<file path="config.mk">
export PLATFORM = sky130hd
export DESIGN_NAME = his_readout_fsm_flat
export DESIGN_NICKNAME = d
export VERILOG_FILES = /design/src/rtl/his_readout_fsm_if.sv /design/src/rtl/his_readout_fsm.sv /design/src/flat_wrapper.sv
export SDC_FILE = /design/constraint.sdc
export NUM_CORES = 1
export LEC_CHECK = 0
export CORE_MARGIN = 2
export CORE_UTILIZATION = 23
export CTS_BUF_LIST = sky130_fd_sc_hd__clkbuf_2
export DETAILED_ROUTE_END_ITERATION = 16
export GPL_ROUTABILITY_DRIVEN = 0
export PLACE_DENSITY = 0.45
export SYNTH_ARGS = -nofsm -noshare
export SYNTH_HDL_FRONTEND = slang
export SYNTH_SLANG_ARGS = --single-unit
</file>
<file path="constraint.sdc">
create_clock -name clk -period 4.39 [get_ports clk]
set_input_delay 0.878 -clock clk [delete_from_list [all_inputs] [get_ports clk]]
set_output_delay 0.878 -clock clk [all_outputs]
set_load 0.01 [all_outputs]
</file>
<file path="src/rtl/his_readout_fsm_if.sv">
// Histogram readout bus: BRAM second-port read/clear strobes plus the bin stream.
// Purely combinational wiring, no latency of its own.
// The bin stream is valid/ready; the memory side has no backpressure (fixed 1-cycle read).
interface his_readout_fsm_if #(
   parameter int NB    = 8,
   parameter int CNT_W = 16
);
   // Histogram memory port
   logic             mem_rd_en;
   logic             mem_bank;
   logic [NB-1:0]    mem_addr;
   logic [CNT_W-1:0] mem_rd_data;
   logic             mem_wr_en;

   // Bin stream towards depth/peak processing
   logic             bin_valid;
   logic             bin_ready;
   logic [NB-1:0]    bin_addr;
   logic [CNT_W-1:0] bin_count;
   logic             bin_last;

   // Readout engine side
   modport master (
      output mem_rd_en, mem_bank, mem_addr, mem_wr_en,
      input  mem_rd_data,
      output bin_valid, bin_addr, bin_count, bin_last,
      input  bin_ready
   );

   // Memory / downstream side
   modport slave (
      input  mem_rd_en, mem_bank, mem_addr, mem_wr_en,
      output mem_rd_data,
      input  bin_valid, bin_addr, bin_count, bin_last,
      output bin_ready
   );
endinterface

</file>
<file path="src/rtl/his_readout_fsm.sv">
// Read-and-clear scan of one histogram bank: stream every bin, zero it, track the peak.
// 3 cycles per bin with bin_ready high; acq_done -> peak_valid is 3*BIN_NUM+1 cycles.
// Holds each bin on the stream until bin_ready; acq_done while busy is dropped and flagged.
module his_readout_fsm #(
   parameter int NB      = 8,
   parameter int BIN_NUM = 256,
   parameter int CNT_W   = 16
) (
   input  logic             clk,
   input  logic             res,
   input  logic             acq_done,
   input  logic             done_bank,
   his_readout_fsm_if.master bus,
   output logic             peak_valid,
   output logic [NB-1:0]    peak_bin,
   output logic [CNT_W-1:0] peak_count,
   output logic             busy,
   output logic             overrun
);

   localparam logic [NB-1:0] LAST_IDX = NB'(BIN_NUM - 1);

   typedef enum logic [2:0] {IDLE, RD, CAP, OUT, DONE} state_t;

   state_t        state;
   logic [NB-1:0] idx;

   // Scan sequencer; every output is a register updated here.
   always_ff @(posedge clk) begin
      if (res) begin
         state          <= IDLE;
         idx            <= '0;
         bus.mem_rd_en  <= 1'b0;
         bus.mem_bank   <= 1'b0;
         bus.mem_addr   <= '0;
         bus.mem_wr_en  <= 1'b0;
         bus.bin_valid  <= 1'b0;
         bus.bin_addr   <= '0;
         bus.bin_count  <= '0;
         bus.bin_last   <= 1'b0;
         peak_valid     <= 1'b0;
         peak_bin       <= '0;
         peak_count     <= '0;
         busy           <= 1'b0;
         overrun        <= 1'b0;
      end else begin
         // Requests are only accepted from IDLE; anything else is reported and dropped.
         overrun    <= acq_done && (state != IDLE);
         peak_valid <= 1'b0;

         case (state)
            IDLE: begin
               if (acq_done) begin
                  bus.mem_bank  <= done_bank;
                  idx           <= '0;
                  peak_bin      <= '0;
                  peak_count    <= '0;
                  bus.mem_addr  <= '0;
                  bus.mem_rd_en <= 1'b1;
                  busy          <= 1'b1;
                  state         <= RD;
               end
            end

            RD: begin
               // Read issued this cycle; next cycle clears the same bin while data returns.
               bus.mem_rd_en <= 1'b0;
               bus.mem_wr_en <= 1'b1;
               state         <= CAP;
            end

            CAP: begin
               bus.mem_wr_en <= 1'b0;
               bus.bin_count <= bus.mem_rd_data;
               bus.bin_addr  <= idx;
               bus.bin_last  <= (idx == LAST_IDX);
               bus.bin_valid <= 1'b1;
               // Strict compare so equal counts keep the earlier bin.
               if (bus.mem_rd_data > peak_count) begin
                  peak_count <= bus.mem_rd_data;
                  peak_bin   <= idx;
               end
               state <= OUT;
            end

            OUT: begin
               if (bus.bin_ready) begin
                  bus.bin_valid <= 1'b0;
                  if (bus.bin_last) begin
                     peak_valid <= 1'b1;
                     state      <= DONE;
                  end else begin
                     idx           <= idx + 1'b1;
                     bus.mem_addr  <= idx + 1'b1;
                     bus.mem_rd_en <= 1'b1;
                     state         <= RD;
                  end
               end
            end

            DONE: begin
               busy  <= 1'b0;
               state <= IDLE;
            end

            default: begin
               busy  <= 1'b0;
               state <= IDLE;
            end
         endcase
      end
   end

endmodule

</file>
<file path="src/flat_wrapper.sv">
// flat-port wrapper written by rule: the top's interface ports become plain ports
module his_readout_fsm_flat 
#(
   parameter int NB      = 8,
   parameter int BIN_NUM = 256,
   parameter int CNT_W   = 16
)
  (clk, res, acq_done, done_bank, peak_valid, peak_bin, peak_count, busy, overrun, bus_mem_rd_en, bus_mem_bank, bus_mem_addr, bus_mem_wr_en, bus_mem_rd_data, bus_bin_valid, bus_bin_addr, bus_bin_count, bus_bin_last, bus_bin_ready);
  his_readout_fsm_if #(.NB(NB), .CNT_W(CNT_W)) bus_i ();
  input  logic clk;
  input  logic res;
  input  logic acq_done;
  input  logic done_bank;
  output logic peak_valid;
  output logic [NB-1:0] peak_bin;
  output logic [CNT_W-1:0] peak_count;
  output logic busy;
  output logic overrun;
  output wire logic [$bits(bus_i.mem_rd_en)-1:0] bus_mem_rd_en;
  output wire logic [$bits(bus_i.mem_bank)-1:0] bus_mem_bank;
  output wire logic [$bits(bus_i.mem_addr)-1:0] bus_mem_addr;
  output wire logic [$bits(bus_i.mem_wr_en)-1:0] bus_mem_wr_en;
  input wire logic [$bits(bus_i.mem_rd_data)-1:0] bus_mem_rd_data;
  output wire logic [$bits(bus_i.bin_valid)-1:0] bus_bin_valid;
  output wire logic [$bits(bus_i.bin_addr)-1:0] bus_bin_addr;
  output wire logic [$bits(bus_i.bin_count)-1:0] bus_bin_count;
  output wire logic [$bits(bus_i.bin_last)-1:0] bus_bin_last;
  input wire logic [$bits(bus_i.bin_ready)-1:0] bus_bin_ready;
  assign bus_mem_rd_en = bus_i.mem_rd_en;
  assign bus_mem_bank = bus_i.mem_bank;
  assign bus_mem_addr = bus_i.mem_addr;
  assign bus_mem_wr_en = bus_i.mem_wr_en;
  assign bus_i.mem_rd_data = bus_mem_rd_data;
  assign bus_bin_valid = bus_i.bin_valid;
  assign bus_bin_addr = bus_i.bin_addr;
  assign bus_bin_count = bus_i.bin_count;
  assign bus_bin_last = bus_i.bin_last;
  assign bus_i.bin_ready = bus_bin_ready;
  his_readout_fsm #(.NB(NB), .BIN_NUM(BIN_NUM), .CNT_W(CNT_W)) u_core (.clk(clk), .res(res), .acq_done(acq_done), .done_bank(done_bank), .bus(bus_i), .peak_valid(peak_valid), .peak_bin(peak_bin), .peak_count(peak_count), .busy(busy), .overrun(overrun));
endmodule
</file>
==> results by group, run 1 <==
Status
  • Outcome: finished, final reports clean

Final layout
  • Post-route cell area: about 4000 sq um
  • Diode count: 0
  • Fillers: between 1000 and 1500
  • Final core utilization: 0.322
  • Nets: 476
  • Share of cells above drive strength 1: 0.0544
  • Area delta synth->final: 35.5%
  • Commonest non-fill, non-tap cell in the layout: clkdlybuf4s50_1
  • Commonest non-fill, non-tap cells in the layout: clkdlybuf4s50_1 (83), nand2_1 (82), dfxtp_1 (67)
  • Area of the multi-input gates: approximately 1500 sq um
  • Reg area: around 1300 sq um

Worst hold path
  • Hold path cells: 2
  • HP Class: flip-flop to flip-flop

GRT
  • Number of global-route vias before repair: ~2600
  • Largest net degree at the start of global routing: between 60 and 70
  • Global Route Usage Sum: 0.121
  • GRT overflow: 0
  • Global-route wire length before repair: between 10000 and 15000 microns
  • Initial antenna violation count: 0

Pwr
  • Leakage: ~1.4 nW
  • Peak VDD IR: around 0.00015 V
  • Comb pwr share: 0.188
  • Internal power: about 0.8 mW
  • Sw Ratio: 0.304
  • Pwr dens: 281 nW/um^2
  • P_sw: approximately 0.35 mW
  • Clk network pwr share: 0.247
  • Seq pwr share: 0.565

STA
  • Worst Slack Setup Final: around 1.3 ns
  • Worst Skew: 0.0241 ns
  • Fmax: approximately 330 MHz
  • Hold Slack: ~0.47 ns
  • Headroom to the max-slew limit: 0.323
  • Final setup fails: 0
  • RSZ-0062 raised after global routing: no
  • Final Slew Violations: 0
  • Final Hold Fails: 0
  • Final critical-path required period: about 3.1 ns
  • Period Utilization, post-route: 0.696
  • Post-Route Setup TNS: 0 ns
  • Worst Tran Pin Value: roughly 1 ns

Setup path
  • Reg2reg path depth: 8
  • CP Capture Point: u_core.peak_count[5]
  • CP cell instances: clkdlybuf4s50_1 > ha_1 > nand4_1 > or4_1 > a21o_1 > a31oi_4 > buf_4 > mux2i_1
  • Critical path capture point type: flip-flop
  • FF-to-FF Start: u_core.peak_count[15]
  • Worst stage delay on the critical path: slightly below 0.6 ns
  • Slowest CP cell: or4_1
  • R2R Setup Slk: approximately 1.7 ns
  • Crit path launch type: input port
  • CP arrival: around 3.5 ns
  • Worst setup path start: bus_mem_rd_data[15]
  • Crit path kind: input port to flip-flop
  • Largest fanout on the critical path: 10
  • FF-to-FF End: u_core.peak_count[5]
  • Critical Path RT: roughly 4.8 ns

Place
  • Detailed Place HPWL: between 5000 and 6000 microns
  • Pre-CTS WS: around 0.76 ns
  • Buffers on Ports: 84
  • Placed Area: around 4000 sq um

Detailed routing
  • DR vias/cell: about 4.2
  • Drt pass-1 iters: 4
  • DR iter-0 viols: slightly above 80
  • Post-Route WL: slightly above 8000 microns
  • Vias: 2596
  • Drc violations: 0
  • Post-route ant nets: 0
  • Average routed wire per standard cell: around 13 microns

Floorplan
  • Die width: roughly 120 microns
  • Die area: between 10000 and 15000 sq um
  • I/O pins: 85
  • Initial Utilization: 0.238
  • Chip Height: 119 microns
  • CORE AREA: ~13000 sq um
  • FP Rows: 41

Synthesis
  • Synthesized area: between 3000 and 4000 sq um
  • Fraction of the yosys area taken by sequential cells: 0.444
  • Synth cell types: 34
  • Syn avg cell area: 8.47 sq um
  • Syn Inst Count: 357
  • Yosys warnings: 0
  • Synth Net Count: 395
  • Flops & latches, synth: 67

Clock network
  • Maximum clock path buffer count: 2
  • Post-CTS setup buffer count: 0
  • CTS tree: done
  • Skew-Pair Late Insertion Delay: 0.53 ns
  • Hold Buf Count CTS: 0
  • Root Buffer: clkbuf_2
  • Sink Count: 67
  • Total CTS buffers: 9
  • H-Tree Depth: 3
  • Resized cells post-CTS: 0
  • Worst-path clk slew: approximately 0.17 ns

Run
  • Maxcap violations: 0
==> kinds of logic (layout without fill, tap and decap cells) <==
logic type,after synthesis,after routing,synth area share
xor+xnor,4,4,0.0116
simple gates,155,155,0.239
flops,67,67,0.444
fa+ha+maj,17,17,0.0704
compound gates,52,52,0.0993
mux,25,25,0.0828
buf+inv,37,121,0.0534
==> worst min path at each step <==
| stage | startpoint | end |
|---|---|---|
| final | u_core.bus.bin_addr[6] | u_core.bus.bin_addr[6] |
| after CTS | u_core.bus.bin_count[2] | u_core.bus.bin_count[2] |
| after global routing | u_core.bus.bin_addr[5] | u_core.bus.bin_addr[5] |
| after global placement | u_core.peak_bin[2] | u_core.peak_bin[2] |
| after floorplan | u_core.peak_bin[0] | u_core.peak_bin[0] |
| after detailed placement | u_core.peak_bin[0] | u_core.peak_bin[0] |
==> metrics by stage <==
| stage | power, mW | cells |
|---|---|---|
| floorplan | 0.784 | 357 |
| CTS | 1.18 | 613 |
| detailed placement | 0.886 | 599 |
| global placement | 0.884 | 599 |
| finish | 1.15 | 613 |
| global route | 1.23 | 613 |
==> Yosys cell counts (all sizes together) <==
cell | count | area share
a211oi | 2 | 0.0050
xor2 | 4 | 0.012
and3 | 2 | 0.0041
a21oi | 39 | 0.066
o21ai | 5 | 0.0083
nor4b | 1 | 0.0029
or2 | 1 | 0.0021
inv | 17 | 0.021
mux2i | 25 | 0.083
nand3 | 2 | 0.0033
nor2 | 19 | 0.024
a2bb2oi | 2 | 0.0058
a31oi | 1 | 0.0070
or3b | 1 | 0.0029
or3 | 2 | 0.0041
nand4b | 1 | 0.0029
nor2b | 3 | 0.0062
nor3b | 3 | 0.0074
o21a | 1 | 0.0025
clkbuf | 17 | 0.021
nand4 | 6 | 0.012
o211ai | 1 | 0.0025
nor4 | 1 | 0.0021
buf | 3 | 0.011
ha | 17 | 0.070
a21o | 1 | 0.0025
dfxtp | 67 | 0.44
nor3 | 4 | 0.0066
nand2 | 82 | 0.10
or4 | 1 | 0.0025
nand2b | 26 | 0.054
==> metal layers <==
metal	vias to the layer above	share of wire	track usage
met4	0	0.021	0.0580
met1	1173	0.51	0.160
met5	-	0	0
met2	63	0.41	0.175
li1	1345	-	-
met3	15	0.059	0.0410
==> state kept, by name (all words and copies together) (netlist names), 3 cells and up <==
register / flops
u_core.bus.bin_count: 16
u_core.peak_count: 16
u_core.bus.bin_addr: 8
u_core.bus.mem_addr: 8
u_core.peak_bin: 8
u_core.state: 3
==> power groups by stage <==
| stage | Sequential (mW) | Combinational (mW) | Clock, mW |
|---|---|---|---|
| 2_1_floorplan | 0.668 | 0.116 | 0 |
| 3_3_place_gp | 0.664 | 0.220 | 0 |
| 3_5_place_dp | 0.664 | 0.221 | 0 |
| 4_1_cts | 0.652 | 0.222 | 0.307 |
| 5_1_grt | 0.656 | 0.242 | 0.328 |
| 6_report | 0.651 | 0.217 | 0.285 |
==> worst max-delay path, delay by kind of cell <==
family | cells | cell delay [ns]
AND/OR/NAND/NOR | 2 | 0.75
buffers and inverters | 2 | 0.74
AO/OA/AOI/OAI | 2 | 0.59
adder cells (fa/ha/maj) | 1 | 0.34
multiplexers | 1 | 0.21
==> area by class of cell <==
class | instances | area share
multi-input cells | 253 | 0.372
repair buffers | 90 | 0.215
clock buffers | 10 | 0.0122
inverters | 17 | 0.0156
clock inverters | 4 | 0.00489
well taps | 172 | 0.0525
flip-flops and latches | 67 | 0.327
No activity file was read; power rests on OpenSTA's default activity.
==> run 2, diff against run 1 <==
--- a/config.mk
+++ b/config.mk
@@ -10,7 +10,7 @@
 export CTS_BUF_LIST = sky130_fd_sc_hd__clkbuf_2
 export DETAILED_ROUTE_END_ITERATION = 16
 export GPL_ROUTABILITY_DRIVEN = 0
-export PLACE_DENSITY = 0.45
+export PLACE_DENSITY = 0.47
 export SYNTH_ARGS = -nofsm -noshare
 export SYNTH_HDL_FRONTEND = slang
 export SYNTH_SLANG_ARGS = --single-unit
==> constraint.sdc (replaced) <==
create_clock -name clk -period 2.6 [get_ports clk]
set_input_delay 0.52 -clock clk [delete_from_list [all_inputs] [get_ports clk]]
set_output_delay 0.52 -clock clk [all_outputs]
set_load 0.01 [all_outputs]
==> run 2 against run 1 <==
Net effect:
- flip-flop and latch count stayed put
- register-to-register slack worse by 1.5 ns
- clock power is 71% higher
- clock skew is 0.0076 ns lower
==> results by group, run 2 (same netlist as run 1, synthesis figures left out) <==
Final layout
  • Area delta synth->final: 40.6%
  • Commonest non-fill, non-tap cell in the layout: clkdlybuf4s50_1
  • Largest regs: u_core.bus.bin_count x16, u_core.peak_count x16
  • Post-route cell area: ~4300 sq um
  • Diode count: 0
  • Share of cells above drive strength 1: 0.0893
  • Nets: between 400 and 500
  • Final core utilization: 0.334
  • Commonest non-fill, non-tap cells in the layout: clkdlybuf4s50_1 (83), nand2_1 (82), dfxtp_1 (67)

STA
  • RSZ-0062 raised after global routing: no
  • Worst Tran Pin Value: 0.980 ns
  • Final Hold Fails: 0
  • Period Utilization, post-route: 0.920
  • Worst Skew: around 0.017 ns
  • Worst Slack Setup Final: roughly 0.21 ns
  • Final Slew Violations: 0
  • Headroom to the max-slew limit: 0.346
  • Final critical-path required period: between 2 and 2.5 ns
  • Final setup fails: 0
  • Fmax: 418 MHz
  • Post-Route Setup TNS: 0 ns

Floorplan
  • CORE AREA: about 13000 sq um
  • Die width: 119 microns
  • FP Rows: between 40 and 50
  • Chip Height: roughly 120 microns
  • Initial Utilization: 0.238
  • I/O pins: 85
  • Die area: around 14000 sq um

Setup path
  • Slowest CP cell: or4_1
  • CP cell instances: inv_1 > ha_1 > nand4_1 > or4_1 > a21o_1 > a31oi_4 > buf_12 > mux2i_1
  • Bufs and invs on worst path: 2
  • CP arrival: 2.86 ns
  • Crit path kind: flip-flop to flip-flop
  • Crit path launch type: flip-flop
  • Critical path capture point type: flip-flop
  • Largest fanout on the critical path: 12
  • Critical Path RT: ~3.1 ns
  • Worst stage delay on the critical path: approximately 0.57 ns
  • Family with the most delay on the worst path: simple AND/OR/NAND/NOR gates

Pwr
  • Total power: 1.99 mW
  • Leakage: approximately 1.5 nW
  • Pwr dens: around 470 nW/um^2
  • Peak VDD IR: between 0.00015 and 0.0002 V

Place
  • Placed Area: between 4000 and 5000 sq um
  • Pre-CTS WS: -0.365 ns
  • Buffers on Ports: 84
  • Detailed Place HPWL: about 6100 microns

GRT
  • Global Route Usage Sum: 0.125
  • Largest net degree at the start of global routing: 63
  • Global-route wire length before repair: approximately 14000 microns
  • Initial antenna violation count: 0
  • GRT overflow: 0
  • Number of global-route vias before repair: roughly 2700

Worst hold path
  • HP Class: flip-flop to flip-flop

Status
  • Outcome: finished, final reports clean

Detailed routing
  • Post-Route WL: between 8000 and 9000 microns
  • Drt pass-1 iters: 4
  • Average routed wire per standard cell: 13.5 microns
  • DR vias/cell: roughly 4.3
  • Drc violations: 0
  • Vias: around 2700
  • Post-route ant nets: 0
  • DR iter-0 viols: 78

Clock network
  • Maximum clock path buffer count: 2
  • Skew-Pair Late Insertion Delay: ~0.52 ns
  • Post-CTS setup buffer count: 0
  • Sink Count: 67
  • H-Tree Depth: 3
  • CTS tree: done
  • Total CTS buffers: 9
  • Worst-path clk slew: 0.19 ns
  • Root Buffer: clkbuf_2
  • Hold Buf Count CTS: 0
  • Resized cells post-CTS: 0

Run
  • Maxcap violations: 0
run 2: worst register-to-register path, stage by stage (launching register included):
cell	delay [ns]
dfxtp_1	0.41
inv_1	0.06
ha_1	0.29
nand4_1	0.16
or4_1	0.57
a21o_1	0.20
a31oi_4	0.25
buf_12	0.19
mux2i_1	0.20
run 2: per-layer routing:
metal | GRT usage | routed length (microns)
met1 | 0.167 | 4390
met2 | 0.182 | 3580
met3 | 0.0367 | 401
met4 | 0.0640 | 181
met5 | 0 | 0
run 2: where the power goes:
group,internal (mW),leakage [nW],switching [mW]
logic,0.202,0.886,0.198
clock network,0.112,0.0541,0.374
registers,1.07,0.543,0.0328
run 2: area by class of cell:
cell class              instances  area, sq um
flip-flops and latches         67         1340
inverters                      17         63.8
multi-input cells             253         1530
clock inverters                 5         21.3
well taps                     172          215
fillers                      1388         8470
clock buffers                  10         50.0
repair buffers                107         1030
run 2: through the flow:
| step | hold slack, ns | instances |
|---|---|---|
| finish | 0.468 | 631 |
| global route | 0.426 | 631 |
| CTS | 0.414 | 631 |
| floorplan | 0.479 | 357 |
| detailed placement | 0.448 | 616 |
| global placement | 0.443 | 616 |
run 2: path summary, 6_finish.rpt:
kind,startpoint,to,slack [ns],cells after the start
worst max-delay path,u_core.peak_count[15],u_core.peak_count[1],0.21,8
worst min-delay path,u_core.bus.bin_count[10],u_core.bus.bin_count[10],0.47,2
worst max register to register,u_core.peak_count[15],u_core.peak_count[1],0.21,8
worst min register to register,u_core.bus.bin_count[10],u_core.bus.bin_count[10],0.47,2
